`config.mk`:
```
export PLATFORM = sky130hd
export DESIGN_NAME = pulse_meter_flat
export DESIGN_NICKNAME = d
export VERILOG_FILES = /design/src/rtl/pulse_meter_if.sv /design/src/rtl/pulse_meter.sv /design/src/flat_wrapper.sv
export SDC_FILE = /design/constraint.sdc
export NUM_CORES = 1
export LEC_CHECK = 0
export CAP_MARGIN = 5
export CORE_MARGIN = 4
export CORE_UTILIZATION = 25
export CTS_BUF_LIST = sky130_fd_sc_hd__clkbuf_8
export CTS_CLUSTER_SIZE = 30
export DETAILED_ROUTE_END_ITERATION = 8
export GPL_TIMING_DRIVEN = 0
export PLACE_DENSITY = 0.53
export SYNTH_ARGS = -nofsm -noshare
export SYNTH_HDL_FRONTEND = slang
export SYNTH_SLANG_ARGS = --single-unit
```
`constraint.sdc`:
```
create_clock -name clk_in -period 3.8 [get_ports clk_in]
set_input_delay 0.76 -clock clk_in [delete_from_list [all_inputs] [get_ports clk_in]]
set_output_delay 0.76 -clock clk_in [all_outputs]
set_load 0.01 [all_outputs]
```
`src/rtl/pulse_meter_if.sv`:
```
// Bus bundle for pulse_meter: measured signal, arm request, status strobes and results.
// The master drives sig_in/start; the slave (the meter) drives everything else.
interface pulse_meter_if #(
   parameter int CNT_W = 16
);
   logic             sig_in;
   logic             start;
   logic             busy;
   logic             valid;
   logic             err;
   logic [CNT_W-1:0] high_cnt;
   logic [CNT_W-1:0] low_cnt;
   logic [CNT_W:0]   period;

   modport master (
      output sig_in, start,
      input  busy, valid, err, high_cnt, low_cnt, period
   );

   modport slave (
      input  sig_in, start,
      output busy, valid, err, high_cnt, low_cnt, period
   );
endinterface

```
`src/rtl/pulse_meter.sv`:
```
// Measures high width, low width and period of an asynchronous signal in clk_in cycles.
// Define PULSE_METER_CONT_EN for continuous back-to-back measurement after one start.
module pulse_meter #(
   parameter int CNT_W = 16
) (
   input  logic          clk_in,
   input  logic          rst_n,
   pulse_meter_if.slave  bus
);
   typedef enum logic [1:0] {IDLE, ARM, HIGH, LOW} state_t;

   localparam logic [CNT_W-1:0] CNT_ONE = CNT_W'(1);
   localparam logic [CNT_W-1:0] CNT_MAX = '1;

   state_t           state_q, state_d;
   logic             sync1_q, sync2_q, hist_q;
   logic [CNT_W-1:0] cnt_q, cnt_d;
   logic [CNT_W-1:0] hold_q, hold_d;
   logic [CNT_W-1:0] high_q, high_d;
   logic [CNT_W-1:0] low_q, low_d;
   logic [CNT_W:0]   period_q, period_d;
   logic             busy_q, busy_d;
   logic             valid_q, valid_d;
   logic             err_q, err_d;
   logic             rise, fall;

   assign rise = sync2_q & ~hist_q;
   assign fall = ~sync2_q & hist_q;

   always_comb begin
      state_d  = state_q;
      cnt_d    = cnt_q;
      hold_d   = hold_q;
      high_d   = high_q;
      low_d    = low_q;
      period_d = period_q;
      busy_d   = busy_q;
      valid_d  = 1'b0;
      err_d    = 1'b0;
      case (state_q)
         IDLE: begin
            if (bus.start) begin
               state_d = ARM;
               busy_d  = 1'b1;
            end
         end
         ARM: begin
            // Only a fresh rising edge starts a measurement; a level already high is skipped.
            if (rise) begin
               cnt_d   = CNT_ONE;
               state_d = HIGH;
            end
         end
         HIGH: begin
            if (fall) begin
               hold_d  = cnt_q;
               cnt_d   = CNT_ONE;
               state_d = LOW;
            end else if (cnt_q == CNT_MAX) begin
               err_d   = 1'b1;
               busy_d  = 1'b0;
               state_d = IDLE;
            end else begin
               cnt_d = cnt_q + CNT_ONE;
            end
         end
         LOW: begin
            if (rise) begin
               high_d   = hold_q;
               low_d    = cnt_q;
               period_d = {1'b0, hold_q} + {1'b0, cnt_q};
               valid_d  = 1'b1;
`ifdef PULSE_METER_CONT_EN
               // The terminating edge doubles as t0 of the next measurement.
               cnt_d    = CNT_ONE;
               state_d  = HIGH;
`else
               busy_d   = 1'b0;
               state_d  = IDLE;
`endif
            end else if (cnt_q == CNT_MAX) begin
               err_d   = 1'b1;
               busy_d  = 1'b0;
               state_d = IDLE;
            end else begin
               cnt_d = cnt_q + CNT_ONE;
            end
         end
         default: begin
            state_d = IDLE;
            busy_d  = 1'b0;
         end
      endcase
   end

   always_ff @(posedge clk_in or negedge rst_n) begin
      if (!rst_n) begin
         state_q  <= IDLE;
         sync1_q  <= 1'b0;
         sync2_q  <= 1'b0;
         hist_q   <= 1'b0;
         cnt_q    <= '0;
         hold_q   <= '0;
         high_q   <= '0;
         low_q    <= '0;
         period_q <= '0;
         busy_q   <= 1'b0;
         valid_q  <= 1'b0;
         err_q    <= 1'b0;
      end else begin
         state_q  <= state_d;
         sync1_q  <= bus.sig_in;
         sync2_q  <= sync1_q;
         hist_q   <= sync2_q;
         cnt_q    <= cnt_d;
         hold_q   <= hold_d;
         high_q   <= high_d;
         low_q    <= low_d;
         period_q <= period_d;
         busy_q   <= busy_d;
         valid_q  <= valid_d;
         err_q    <= err_d;
      end
   end

   assign bus.busy     = busy_q;
   assign bus.valid    = valid_q;
   assign bus.err      = err_q;
   assign bus.high_cnt = high_q;
   assign bus.low_cnt  = low_q;
   assign bus.period   = period_q;
endmodule

```
`src/flat_wrapper.sv`:
```
// flat-port wrapper written by rule: the top's interface ports become plain ports
module pulse_meter_flat 
#(
   parameter int CNT_W = 16
)
  (clk_in, rst_n, bus_sig_in, bus_start, bus_busy, bus_valid, bus_err, bus_high_cnt, bus_low_cnt, bus_period);
  pulse_meter_if #(.CNT_W(CNT_W)) bus_i ();
  input  logic clk_in;
  input  logic rst_n;
  input wire logic [$bits(bus_i.sig_in)-1:0] bus_sig_in;
  input wire logic [$bits(bus_i.start)-1:0] bus_start;
  output wire logic [$bits(bus_i.busy)-1:0] bus_busy;
  output wire logic [$bits(bus_i.valid)-1:0] bus_valid;
  output wire logic [$bits(bus_i.err)-1:0] bus_err;
  output wire logic [$bits(bus_i.high_cnt)-1:0] bus_high_cnt;
  output wire logic [$bits(bus_i.low_cnt)-1:0] bus_low_cnt;
  output wire logic [$bits(bus_i.period)-1:0] bus_period;
  assign bus_i.sig_in = bus_sig_in;
  assign bus_i.start = bus_start;
  assign bus_busy = bus_i.busy;
  assign bus_valid = bus_i.valid;
  assign bus_err = bus_i.err;
  assign bus_high_cnt = bus_i.high_cnt;
  assign bus_low_cnt = bus_i.low_cnt;
  assign bus_period = bus_i.period;
  pulse_meter #(.CNT_W(CNT_W)) u_core (.clk_in(clk_in), .rst_n(rst_n), .bus(bus_i));
endmodule
```
==> results_dict.tcl <==
set metrics [dict create \
    outcome "finished, final reports clean" \
    yosys.area.top_type "dfrtp_1" \
    synthFlopType "dfrtp_1" \
    io_buffer_count 55 \
    die_h_um 142 \
    rsz0062_at_grt "no" \
    synth_edf_count 0 \
    layout-drive-gt1-share_pct 7.85 \
    synthCells 450 \
    drc 0 \
    start_util_pct 25.6 \
    n_antenna_cell 0 \
    num-nets-final 539 \
    switching_power_w 0.000826 \
    antenna_found_initial 0 \
    synthMuxAreaShare_pct 4.71 \
    viasPerCell 4.70 \
    drt_iter0_markers 202 \
    core_area_mm2 0.0174 \
    hpwl_um 8680 \
    ys_async_sr_fraction_pct 100 \
    max_slew_margin_pct 51.0 \
    ioPinCount 56 \
    clockPowerShare_pct 26.9 \
    yosysSeqAreaShare_pct 49.9 \
    start_kind "flop" \
    power_frac_comb_pct 27.8 \
    skew_ns 0.0115 \
    power_w 0.00255 \
    cp_max_fo 7 \
    fmax_ghz 0.377 \
    cts-root-buf "clkbuf_8" \
    cts_buffers 9 \
    min_period_ns 2.65 \
    synth_top_family_by_area "simple AND/OR/NAND/NOR gates" \
    post_cts_resized 0 \
    die_area_mm2 0.0201 \
    cts_sinks 89 \
    cts_tree "built" \
    synth_compound_area_share_pct 15.3 \
    post-route-period-util_pct 69.7 \
    place_ws_ns 1.18 \
    grt_pass1_vias 3612 \
    synth_area_mm2 0.00446 \
    grt_use_total_pct 11.9 \
    synth_seq_cells 89 \
    r2r-start "u_core.cnt_q[0]" \
    tightest_slew_ns 0.731 \
    p_int_w 0.00173 \
    place_area_mm2 0.00532 \
    synth.distinct_cells 60 \
    post_cts_buffers 0 \
    drt-pass1-iter-count 4 \
    synthXorXnorAreaFrac_pct 3.53 \
    path_clk_slew_ns 0.08 \
    power_density_mw_per_mm2 462 \
    slew_viol_final 0 \
    timing.final.ws_setup_ns 1.15 \
    final_area_mm2 0.00552 \
    critical_path_class "reg2reg" \
    hold_buffers 0 \
    hold_viol_final 0 \
    gp_congestion 0.810 \
    detail-route-antenna-nets 0 \
    syn_nets 472 \
    yosysTopAreaCellShare_pct 49.9 \
    syn_area_per_cell_um2 9.92 \
    arrival_ns 2.89 \
    syn_to_final_growth_pct 23.8 \
    maxCapViolCount 0 \
    worstPathRequired_ns 4.04 \
    grt_pass1_wl_um 18900 \
    wl_um 11500 \
    clk_latency_ns 0.37 \
    crit_path_end_kind "flop" \
    final_core_util_pct 31.7 \
    routedWlPerCell_um 15.4 \
    critPathLaunch "u_core.cnt_q[0]" \
    switching_share_pct 32.4 \
    ys_warn_count 0 \
    grt_max_degree 54 \
    vias 3514 \
    synth-adder-area-share_pct 5.21 \
    min_path_type "in2async" \
    dieWidth_um 142 \
    fp-row-count 48 \
    yosys.area_share.simple_pct 18.8 \
    setup_violations 0 \
    leakagePower_nw 2.69 \
    overflow 0 \
    htreeDepth 3 \
    synthTopCellsByArea "dfrtp_1, nand2_1, ha_1" \
    p_seq_share_pct 45.4 \
    cts_max_path_buffers 2 \
    final.setup.tns_ns 0 \
    r2r_slack_ns 1.15 \
    ir_worst_vdd_mv 0.223 \
]
-- area by class of cell --
cell class | count | area, µm²
Clock buffer | 9 | 124
Fill cell | 1817 | 11900
Inverter | 7 | 26.3
Timing Repair Buffer | 56 | 576
Clock inverter | 7 | 80.1
Buffer | 19 | 90.1
Sequential cell | 89 | 2230
Tap cell | 225 | 282
Multi-Input combinational cell | 335 | 2120
-- final timing paths --
kind / cells past startpoint / to
min in group clk_in: 0 / u_core.sync2_q
max in group asynchronous: 2 / u_core.bus.period[8]
worst max-delay path: 7 / u_core.bus.period[12]
worst min-delay path: 1 / u_core.bus.err
worst max register to register: 7 / u_core.bus.period[12]
worst min register to register: 0 / u_core.sync2_q
-- cell usage in the layout (no fill, tap or decap), types with 3 or more instances in the layout --
| master | n |
|---|---|
| a211o_1 | 3 |
| a211oi_1 | 3 |
| a21o_1 | 11 |
| a21oi_1 | 18 |
| a22o_1 | 3 |
| and3_1 | 5 |
| buf_1 | 4 |
| buf_2 | 9 |
| clkbuf_1 | 5 |
| clkbuf_8 | 9 |
| clkdlybuf4s50_1 | 54 |
| dfrtp_1 | 89 |
| ha_1 | 17 |
| inv_1 | 9 |
| mux2_1 | 14 |
| mux2i_1 | 3 |
| nand2_1 | 123 |
| nand2b_1 | 4 |
| nand3_1 | 8 |
| nand4_1 | 4 |
| nor2_1 | 23 |
| nor3b_1 | 4 |
| o2111ai_2 | 3 |
| o211ai_1 | 4 |
| o211ai_2 | 4 |
| o21ai_0 | 5 |
| o21ai_1 | 16 |
| o31ai_1 | 5 |
| xnor2_1 | 6 |
| xor2_1 | 12 |
-- per-stage QoR --
| stage | hold slack (ns) | cells |
|---|---|---|
| after floorplan | 0.331 | 450 |
| after global placement | 0.338 | 730 |
| after detailed placement | 0.342 | 731 |
| after CTS | 0.352 | 747 |
| after global routing | 0.379 | 747 |
| final | 0.357 | 747 |
-- synth_stat cells (2+ instances only) --
library cell  count
a2111o_1          2
a211o_1           3
a211oi_1          3
a21o_1           11
a21oi_1          18
a221oi_1          2
a22o_1            3
a31oi_1           2
and3_1            5
buf_1             4
buf_2             9
clkbuf_1          5
dfrtp_1          89
ha_1             17
inv_1             5
inv_2             2
mux2_1           14
mux2_2            2
mux2i_1           3
nand2_1         123
nand2b_1          4
nand3_1           8
nand4_1           4
nor2_1           23
nor3b_1           4
nor4b_1           2
o2111ai_2         3
o211ai_1          4
o211ai_2          4
o21a_1            2
o21ai_0           5
o21ai_1          16
o31ai_1           5
or3_1             2
xnor2_1           6
xor2_1           12
-- critical path, cell delays in order, from the launching register on --
cell and delay (ns):
dfrtp_1 0.47, ha_1 0.26, fa_1 0.42, a21o_1 0.22, a221o_1 0.38, a221oi_1 0.51, xor2_1 0.21, o21ai_1 0.07
-- per-layer routing --
| layer | up-vias | part of all wire, % | track usage, % |
|---|---|---|---|
| met4 | 0 | 1.6 | 3.28 |
| met2 | 73 | 47 | 19.3 |
| met3 | 14 | 4.9 | 3.20 |
| met1 | 1716 | 46 | 15.8 |
| met5 | - | 0 | 0 |
| li1 | 1711 | - | - |
-- power by group through the flow --
stage	sequential, W	combinational [W]	clock (W)
finish	0.00116	0.000709	0.000686
global route	0.00117	0.000785	0.000750
CTS	0.00116	0.000722	0.000718
detailed placement	0.00118	0.000718	0
global placement	0.00118	0.000703	0
floorplan	0.00118	0.000420	0
-- cell families (layout without fill, tap and decap cells) --
logic type                 after synthesis  after routing
muxes                                   19             19
DFF                                     89             89
xor gates and xnor gates                18             18
and+or+nand+nor                        188            188
AOI/OAI and AO/OA                       92             92
buffers and inverters                   26             98
adders and majority gates               18             18
-- registers in the layout, summed over array words and instances (netlist names) --
signal / flops
u_core.bus.busy: 1
u_core.bus.err: 1
u_core.bus.high_cnt: 16
u_core.bus.low_cnt: 16
u_core.bus.period: 17
u_core.bus.valid: 1
u_core.cnt_q: 16
u_core.hist_q: 1
u_core.hold_q: 16
u_core.state_q: 2
u_core.sync1_q: 1
u_core.sync2_q: 1
Power figures use the tool's default switching activity.
